==> src/rtl/washer_pkg.sv <==
// Shared definitions for the wash machine controller.
//   - 4-bit state encodings
//   - load-size codes, as sent on tmr_load
//   - timer flag counts: the count at which each timer flag goes high
//   - helpers that classify states and step through the phase sequence
package washer_pkg;

  typedef enum logic [3:0] {
    S_IDLE   = 4'd0,
    S_FILL   = 4'd1,
    S_WASH   = 4'd2,
    S_DRAIN1 = 4'd3,
    S_RFILL  = 4'd4,
    S_RINSE  = 4'd5,
    S_DRAIN2 = 4'd6,
    S_SPIN   = 4'd7,
    S_DONE   = 4'd8,
    S_PAUSE  = 4'd9,
    S_FAULT  = 4'd10
  } state_t;

  localparam logic [1:0] LOAD_SMALL   = 2'b00;
  localparam logic [1:0] LOAD_MEDIUM  = 2'b01;
  localparam logic [1:0] LOAD_LARGE   = 2'b10;
  localparam logic [1:0] LOAD_ILLEGAL = 2'b11;

  // Timer count at which each flag is raised. A phase lasts its count + 2
  // cycles: one entry cycle, then counts 0..n.
  localparam int CNT_D   = 1;
  localparam int CNT_F   = 2;
  localparam int CNT_W_S = 2;
  localparam int CNT_W_M = 4;
  localparam int CNT_W_L = 8;
  localparam int CNT_R   = 4;
  localparam int CNT_S   = 7;

  // Timed phases are FILL through SPIN; each one waits on a timer flag.
  function automatic logic is_timed(state_t s);
    return (s >= S_FILL) && (s <= S_SPIN);
  endfunction

  function automatic state_t next_phase(state_t s);
    case (s)
      S_FILL:   return S_WASH;
      S_WASH:   return S_DRAIN1;
      S_DRAIN1: return S_RFILL;
      S_RFILL:  return S_RINSE;
      S_RINSE:  return S_DRAIN2;
      S_DRAIN2: return S_SPIN;
      S_SPIN:   return S_DONE;
      default:  return S_IDLE;
    endcase
  endfunction

endpackage

==> src/rtl/washer_phase_wdog.sv <==
// Per-phase watchdog counter.
//   clk     : system clock
//   R       : synchronous active-high reset
//   clr     : clear the count. It is asserted on the edge that enters a phase,
//             so the count reads 0 during the entry cycle.
//   timeout : high while the count equals PHASE_MAX-1
module washer_phase_wdog #(
  parameter int PHASE_MAX = 12
) (
  input  logic clk,
  input  logic R,
  input  logic clr,
  output logic timeout
);

  localparam logic [3:0] LIMIT = 4'(PHASE_MAX - 1);

  logic [3:0] cnt;

  always_ff @(posedge clk) begin
    if (R || clr) begin
      cnt <= 4'd0;
    end else if (cnt != 4'hF) begin
      cnt <= cnt + 4'd1;
    end
  end

  assign timeout = (cnt == LIMIT);

endmodule

==> src/rtl/washer_controller.sv <==
// Sequencing FSM for the wash machine. It consumes the washer timer flags and
// drives the timer restart/load inputs, the actuators, the door lock and the
// status outputs.
//   clk, R              : clock and synchronous active-high reset
//   start, lid, load    : user controls (lid=1 means open; load 11 is illegal)
//   Td/Tf/Tr/Ts/Tw      : timer flags, each high for one count value
//   tmr_R, tmr_load     : timer restart and latched load code
//   fill_valve, drain_valve, agitate, spin, lock : actuator drives
//   done, reject        : one-cycle pulses
//   fault               : watchdog fault level
//   state               : current state code
// Every output is registered. Output values are decoded from the next state,
// so they change on the same edge as state.
module washer_controller
  import washer_pkg::*;
#(
  parameter int PHASE_MAX = 12
) (
  input  logic       clk,
  input  logic       R,
  input  logic       start,
  input  logic       lid,
  input  logic [1:0] load,
  input  logic       Td,
  input  logic       Tf,
  input  logic       Tr,
  input  logic       Ts,
  input  logic       Tw,
  output logic       tmr_R,
  output logic [1:0] tmr_load,
  output logic       fill_valve,
  output logic       drain_valve,
  output logic       agitate,
  output logic       spin,
  output logic       lock,
  output logic       done,
  output logic       fault,
  output logic       reject,
  output logic [3:0] state
);

  state_t st, nxt, saved;
  logic   flag, enter, accept, refuse, wd_timeout;

  assign state = st;

  // enter is the restart for both the timer and the watchdog.
  washer_phase_wdog #(.PHASE_MAX(PHASE_MAX)) u_wdog (
    .clk     (clk),
    .R       (R),
    .clr     (enter),
    .timeout (wd_timeout)
  );

  always_comb begin
    nxt    = st;
    flag   = 1'b0;
    accept = 1'b0;
    refuse = 1'b0;

    case (st)
      S_FILL, S_RFILL:   flag = Tf;
      S_WASH:            flag = Tw;
      S_DRAIN1, S_DRAIN2: flag = Td;
      S_RINSE:           flag = Tr;
      S_SPIN:            flag = Ts;
      default:           flag = 1'b0;
    endcase

    case (st)
      S_IDLE: begin
        if (start && !lid) begin
          accept = (load != LOAD_ILLEGAL);
          refuse = (load == LOAD_ILLEGAL);
        end
        if (accept) nxt = S_FILL;
      end
      S_FILL, S_WASH, S_DRAIN1, S_RFILL, S_RINSE, S_DRAIN2, S_SPIN: begin
        // tmr_R is high only during a phase's entry cycle, and the timer
        // count is stale then, so the flag is not trusted in that cycle.
        if (lid)                nxt = S_PAUSE;
        else if (flag && !tmr_R) nxt = next_phase(st);
        else if (wd_timeout)    nxt = S_FAULT;
      end
      S_DONE:  nxt = S_IDLE;
      S_PAUSE: if (!lid) nxt = saved;
      S_FAULT: nxt = S_FAULT;
      default: nxt = S_IDLE;
    endcase

    // Restart the timer in every non-timed state and on entry to any phase.
    // A phase resumed from PAUSE is a fresh entry.
    enter = !is_timed(nxt) || (nxt != st);
  end

  always_ff @(posedge clk) begin
    if (R) begin
      st          <= S_IDLE;
      saved       <= S_IDLE;
      tmr_R       <= 1'b1;
      tmr_load    <= LOAD_SMALL;
      fill_valve  <= 1'b0;
      drain_valve <= 1'b0;
      agitate     <= 1'b0;
      spin        <= 1'b0;
      lock        <= 1'b0;
      done        <= 1'b0;
      fault       <= 1'b0;
      reject      <= 1'b0;
    end else begin
      st <= nxt;
      if (nxt == S_PAUSE && st != S_PAUSE) saved <= st;
      tmr_R <= enter;
      if (accept) tmr_load <= load;
      fill_valve  <= (nxt == S_FILL) || (nxt == S_RFILL);
      drain_valve <= (nxt == S_DRAIN1) || (nxt == S_DRAIN2) ||
                     (nxt == S_SPIN) || (nxt == S_FAULT);
      agitate     <= (nxt == S_WASH) || (nxt == S_RINSE);
      spin        <= (nxt == S_SPIN);
      lock        <= is_timed(nxt);
      done        <= (nxt == S_DONE);
      fault       <= (nxt == S_FAULT);
      reject      <= refuse;
    end
  end

endmodule

==> config.mk <==
export PLATFORM = sky130hd
export DESIGN_NAME = washer_controller
export DESIGN_NICKNAME = d
export VERILOG_FILES = /design/src/rtl/washer_pkg.sv /design/src/rtl/washer_phase_wdog.sv /design/src/rtl/washer_controller.sv
export SDC_FILE = /design/constraint.sdc
export NUM_CORES = 1
export LEC_CHECK = 0
export CAP_MARGIN = 10
export CORE_MARGIN = 3
export CORE_UTILIZATION = 40
export DETAILED_ROUTE_END_ITERATION = 8
export PLACE_DENSITY = 0.67
export SYNTH_ARGS = -nofsm -noshare
export SYNTH_HDL_FRONTEND = slang
export SYNTH_HIERARCHICAL = 1
export SYNTH_SLANG_ARGS = --single-unit
export TNS_END_PERCENT = 50
==> constraint.sdc <==
create_clock -name clk -period 4.3 [get_ports clk]
set_input_delay 0.645 -clock clk [delete_from_list [all_inputs] [get_ports clk]]
set_output_delay 0.645 -clock clk [all_outputs]
set_load 0.02 [all_outputs]
==> out/qor.txt <==
CP Launch Type: input pin
met1 Usage GRT: 21.7%
Worst Skew: 0.0116 ns
io pins: 26
Synth-to-Final Area Change: 22.5%
setup TNS: 0 ns
Yosys warnings: 6
num rows: 19
Initial Util: 43.7%
antenna cell count: 0
core area: 2850 um2
worst path bufs/invs: 1
Max Slew Vio Count: 0
initial antenna violation count: 0
Final Cell Area: 1530 um2
hpwl dp: 1.99 mm
htree depth: 1
setup slack after layout: 1.18 ns
Reg2Reg Capture Point: u_wdog/cnt[2]
Top Usage Layer GRT: met2
CTS sink cnt: 23
Cell Pwr Density: 273 nW/um2
Levels on crit path: 10
global placer's final weighted congestion: 0.835
Setup Fix Bufs, Post-CTS: 0
Chip Width: 61.8 um
kind of cell adding the most delay to the critical path: simple AND/OR/NAND/NOR gates
min cycle time layout: 3.12 ns
wire per inst: 13.8 um
DIE AREA: 3820 um2
Post-Syn Area: 1250 um2
Max-Cap Viols: 0
worst slack, placed: 0.816 ns
initial drt markers: 45
Crit path largest cell delay: 0.65 ns
dominant synthesized flop cell: dfxtp_1
Leak Pwr: 0.581 nW
fraction of registers with async set/reset: 0%
Hold Path Class: reg -> reg
Global Route met3 Usage: 2.48%
Placed Area: 1500 um2
DRC viols: 0
Clock Tree Buf Depth: 2
crit-path max FO: 10
status: complete, no violations
Root Buffer: clkbuf_4
Post-Syn Instances: 142
Fin. Hold Viols: 0
total gr overflow: 0
Port Buffers: 25
Routed Antenna Nets: 0
Worst Setup SP: lid
CP Cell Sequence: clkdlybuf4s50_1 > nor2_1 > and3_1 > a221oi_1 > mux2_2 > o2111ai_1 > a311oi_1 > nand3_1 > or2_2 > nor3_1
R2R Setup Slk: 1.41 ns
Routed WL: 2.68 mm
Post-Syn Area per Cell: 8.78 um2
gr usage total: 15.3%
vias per cell: 5.61
Seq/Total Area, Yosys: 36.9%
layout cells sized above 1: 10.4%
Critical Path RT: 4.55 ns
Clk pin slew, worst setup/hold paths: 0.13 ns
First-pass DRT Iterations: 4
Worst Tran Pin Value: 0.609 ns
GR Util met2: 23.8%
vias in the first global route: 990
worst skew pair latency: 0.31 ns
FILL cells: 297
Crit-path slowest cell: clkdlybuf4s50_1
FF-to-FF path depth: 9
Setup crit end: u_wdog/cnt[2]
CTS Buf Count: 3
Slew HR: 59.2%
Netlist cell types: 48
WP data arrival: 3.37 ns
Crit. End Element: register
# nets final: 177
die height: 61.8 um
CTS tree: done
post-cts resize count: 0
CTS Hold Bufs: 0
period utilisation layout: 72.7%
fin util: 53.6%
number of synthesized flops with an enable pin: 0
RSZ-0062 raised after global routing: false
WS Path Type: in -> reg
largest net degree at the start of global routing: 17
worst vdd ir: 0.201 mV
Yosys reg bits: 23
fmax: 0.320 GHz
FF-to-FF Start: state[3]
Mapped Nets: 154
Vias: 1094
first-pass GRT wire length: 4.46 mm
Final setup viols: 0
cell families (layout without fill, tap and decap cells):
logic type	Yosys count	count (layout)	share of synthesized area, %
multiplexers	8	8	6.62
buffers and inverters	10	32	3.81
adder cells (fa/ha/maj)	1	1	1.00
flip-flops	23	23	36.9
AO/OA/AOI/OAI	28	28	19.1
XOR/XNOR	3	3	2.11
AND/OR/NAND/NOR	69	69	30.5
synthesized netlist by cell type (all sizes together), types with 4 or more instances:
master  instances  area share [%]
mux2i           6             4.8
nor2b           5             2.5
nor3b           6             4.0
o21ai           5             2.3
nand3           5             2.0
nor3            6             3.3
nand2           5             1.5
nor2           25             7.5
a21oi           5             2.3
dfxtp          23              37
buf             4             2.0
state kept, by name, indices dropped and copies added (netlist names), 2 cells and up:
name        count
saved           4
state           4
tmr_load        2
u_wdog/cnt      4
layout by cell type, fill, tap and decap left out, types with 2 or more instances in the layout:
| cell type | synthesis | final |
|---|---|---|
| and3_1 | 3 | 3 |
| nor2b_1 | 5 | 5 |
| o2111ai_1 | 2 | 2 |
| nor3b_1 | 5 | 5 |
| dfxtp_1 | 23 | 23 |
| nand2b_1 | 2 | 2 |
| clkbuf_4 | 0 | 3 |
| nor3_1 | 5 | 5 |
| and3b_1 | 2 | 2 |
| or2_2 | 3 | 3 |
| a21oi_1 | 4 | 4 |
| nand4_1 | 2 | 2 |
| nand3_1 | 5 | 5 |
| nand2_1 | 5 | 5 |
| clkdlybuf4s50_1 | 0 | 25 |
| inv_1 | 3 | 3 |
| nor2_1 | 25 | 25 |
| mux2i_1 | 6 | 6 |
| a31oi_1 | 3 | 3 |
| xnor2_1 | 2 | 2 |
| o21ai_0 | 4 | 4 |
per-stage QoR:
| stage | total power, mW | hold slack [ns] | cells |
|---|---|---|---|
| floorplan | 0.291 | 0.453 | 142 |
| global placement | 0.322 | 0.465 | 191 |
| detailed placement | 0.322 | 0.474 | 191 |
| CTS | 0.422 | 0.493 | 195 |
| global route | 0.439 | 0.506 | 195 |
| finish | 0.417 | 0.489 | 195 |
worst min path at each step:
| stage | start | end | slack (ns) | cells past startpoint |
|---|---|---|---|---|
| after global placement | saved[3] | saved[3] | 0.46 | 1 |
| after detailed placement | saved[3] | saved[3] | 0.47 | 1 |
| after global routing | saved[3] | saved[3] | 0.51 | 1 |
| after floorplan | saved[1] | saved[1] | 0.45 | 2 |
| final | saved[3] | saved[3] | 0.49 | 1 |
| after CTS | saved[3] | saved[3] | 0.49 | 1 |
area by class of cell:
cell class	instances	area (um2)	share of cell area (%)
tap	31	38.8	2.54
sequential	23	460	30.1
multi-input combinational	109	739	48.4
inverter	3	11.3	0.737
clock buffer	3	22.5	1.47
clock inverter	1	5.00	0.328
timing repair buffer	25	250	16.4
power breakdown:
group          internal, mW  switching, mW
combinational        0.0426         0.0442
sequential            0.221        0.00941
clock                0.0347         0.0648
layer usage:
layer | vias to the layer above | wire, um
met5 | - | 0
li1 | 562 | -
met1 | 500 | 1310
met2 | 28 | 1220
met4 | 0 | 25
met3 | 4 | 132
Note: power is estimated with default switching activity, not from simulation.
==> variant (same flow settings) <==
`PHASE_MAX` is set to 12 in 2 places; all go to 6.
--- a/src/rtl/washer_phase_wdog.sv
+++ b/src/rtl/washer_phase_wdog.sv
@@ -7,3 +7,3 @@
 module washer_phase_wdog #(
-  parameter int PHASE_MAX = 12
+  parameter int PHASE_MAX = 6
 ) (
--- a/src/rtl/washer_controller.sv
+++ b/src/rtl/washer_controller.sv
@@ -16,3 +16,3 @@
 #(
-  parameter int PHASE_MAX = 12
+  parameter int PHASE_MAX = 6
 ) (
Formal check against the unedited RTL: not equivalent (Yosys sat finds a counterexample within 10 cycles, from zero or initial values).
==> variant against the unedited design <==
Power increased by 0.20%; hold slack about the same; non-clock buffer count unchanged; critical path depth unchanged; area after synthesis is 1.6% higher; cell area up 1.5%; synthesized cell count is the same; clock skew down 1.7 ps; worst setup slack better by 130 ps; wire length rose by 5.5%; sequential cell count unchanged; utilization is 0.34 points higher.
==> variant: results (changes against the unedited design) <==
Met2 layer usage reported by global route: 25.5% (+1.8 points)
Global-route usage over all layers: 15.3% (-0.022 points)
Met3 track demand over resource: 3.42% (+0.94 points)
Vias: 1112 (+1.6%)
Global placement routability congestion: 0.828 (-0.89%)
Number of filler instances in the final layout: 284 (-4.4%)
Routed wl met2: 1340 um (+10%)
Non-clock buffering overhead: 16.1% (-0.24 points)
Amount of wire on met3 after detailed routing: 168 um (+27%)
Setup Skew: 9.86 ps (-1.70 ps)
Static leakage: 0.000596 uW (+2.6%)
Post-DP Area: 1520 sq um (+1.5%)
Post-detail-place hpwl: 2110 um (+5.9%)
Reg2reg setup slack: 1550 ps (+140 ps)
Floorplan die area: 3880 sq um (+1.4%)
Yosys warning count: 6 (unchanged)
Total area of multi-input combinational cells: 744 sq um (+0.68%)
Ratio of cells with drive above 1 in the final layout: 9.82% (-0.55 points)
Cell types occupying the most area after synthesis: dfxtp_1, nor2_1, mux2i_1, nor2b_1, o32ai_4
Share of cell area taken by flip-flops and latches: 29.7% (-0.44 points)
Clock transition time at the flip-flop clock pins of the worst setup and hold paths: 120 ps
Result of the run: finished, final reports clean
Multi-input combinational cell count: 107 (-1.8%)
Critical path arrival: 3240 ps (-130 ps)
Cell family contributing the most delay on the critical path: compound AO/OA/AOI/OAI gates
Clock network area share: 1.78% (-0.026 points)
First-pass GRT wire length: 4910 um (+10%)
Sequential-to-total area share from yosys stat: 36.3% (-0.58 points)
Setup slack of the critical path after layout: 1310 ps (+134 ps)
Peak supply drop: 170 uV (-15%)
Wire length on met1: 1280 um (-2.1%)
Number of distinct library cells after synthesis: 50 (+4.2%)
Top-area cell type share of the netlist area: 36.3% (-0.58 points)
Inverter count of the layout excluding clock inverters: 4 (+1)
Worst max-slew margin expressed relative to the limit: 60.2% (+1.0 points)
Syn Nets: 155 (+0.65%)
Wirelength per Cell: 13.8 um (+0.37%)
Number of flip-flops and latches: 23 (unchanged)
## variant: where the power goes
group	switching, uW	total (uW)	internal, uW
Combinational	45.3	88.6	43.3
Clock	63.4	98.1	34.7
Sequential	9.89	231	221
Total	119	417	299
## variant: kinds of logic after synthesis
| logic type | after synthesis | share of synthesized area (%) |
|---|---|---|
| and+or+nand+nor | 64 | 27.7 |
| buffers and inverters | 12 | 4.94 |
| DFF | 23 | 36.3 |
| AOI/OAI and AO/OA | 31 | 21.3 |
| adders and majority gates | 2 | 1.97 |
| xor gates and xnor gates | 3 | 2.07 |
| muxes | 7 | 5.63 |
## variant: worst paths after layout
path              startpoint             to  cells after the start
setup / recovery         lid  u_wdog/cnt[1]                     10
hold reg to reg     saved[3]       saved[3]                      1
setup reg to reg    state[0]  u_wdog/cnt[1]                      9
hold / removal      saved[3]       saved[3]                      1
## variant: per-stage QoR
step,cells,hold slack [ps]
2_1_floorplan,142,453
3_3_place_gp,201,466
3_5_place_dp,201,476
4_1_cts,205,494
5_1_grt,205,519
6_report,205,489
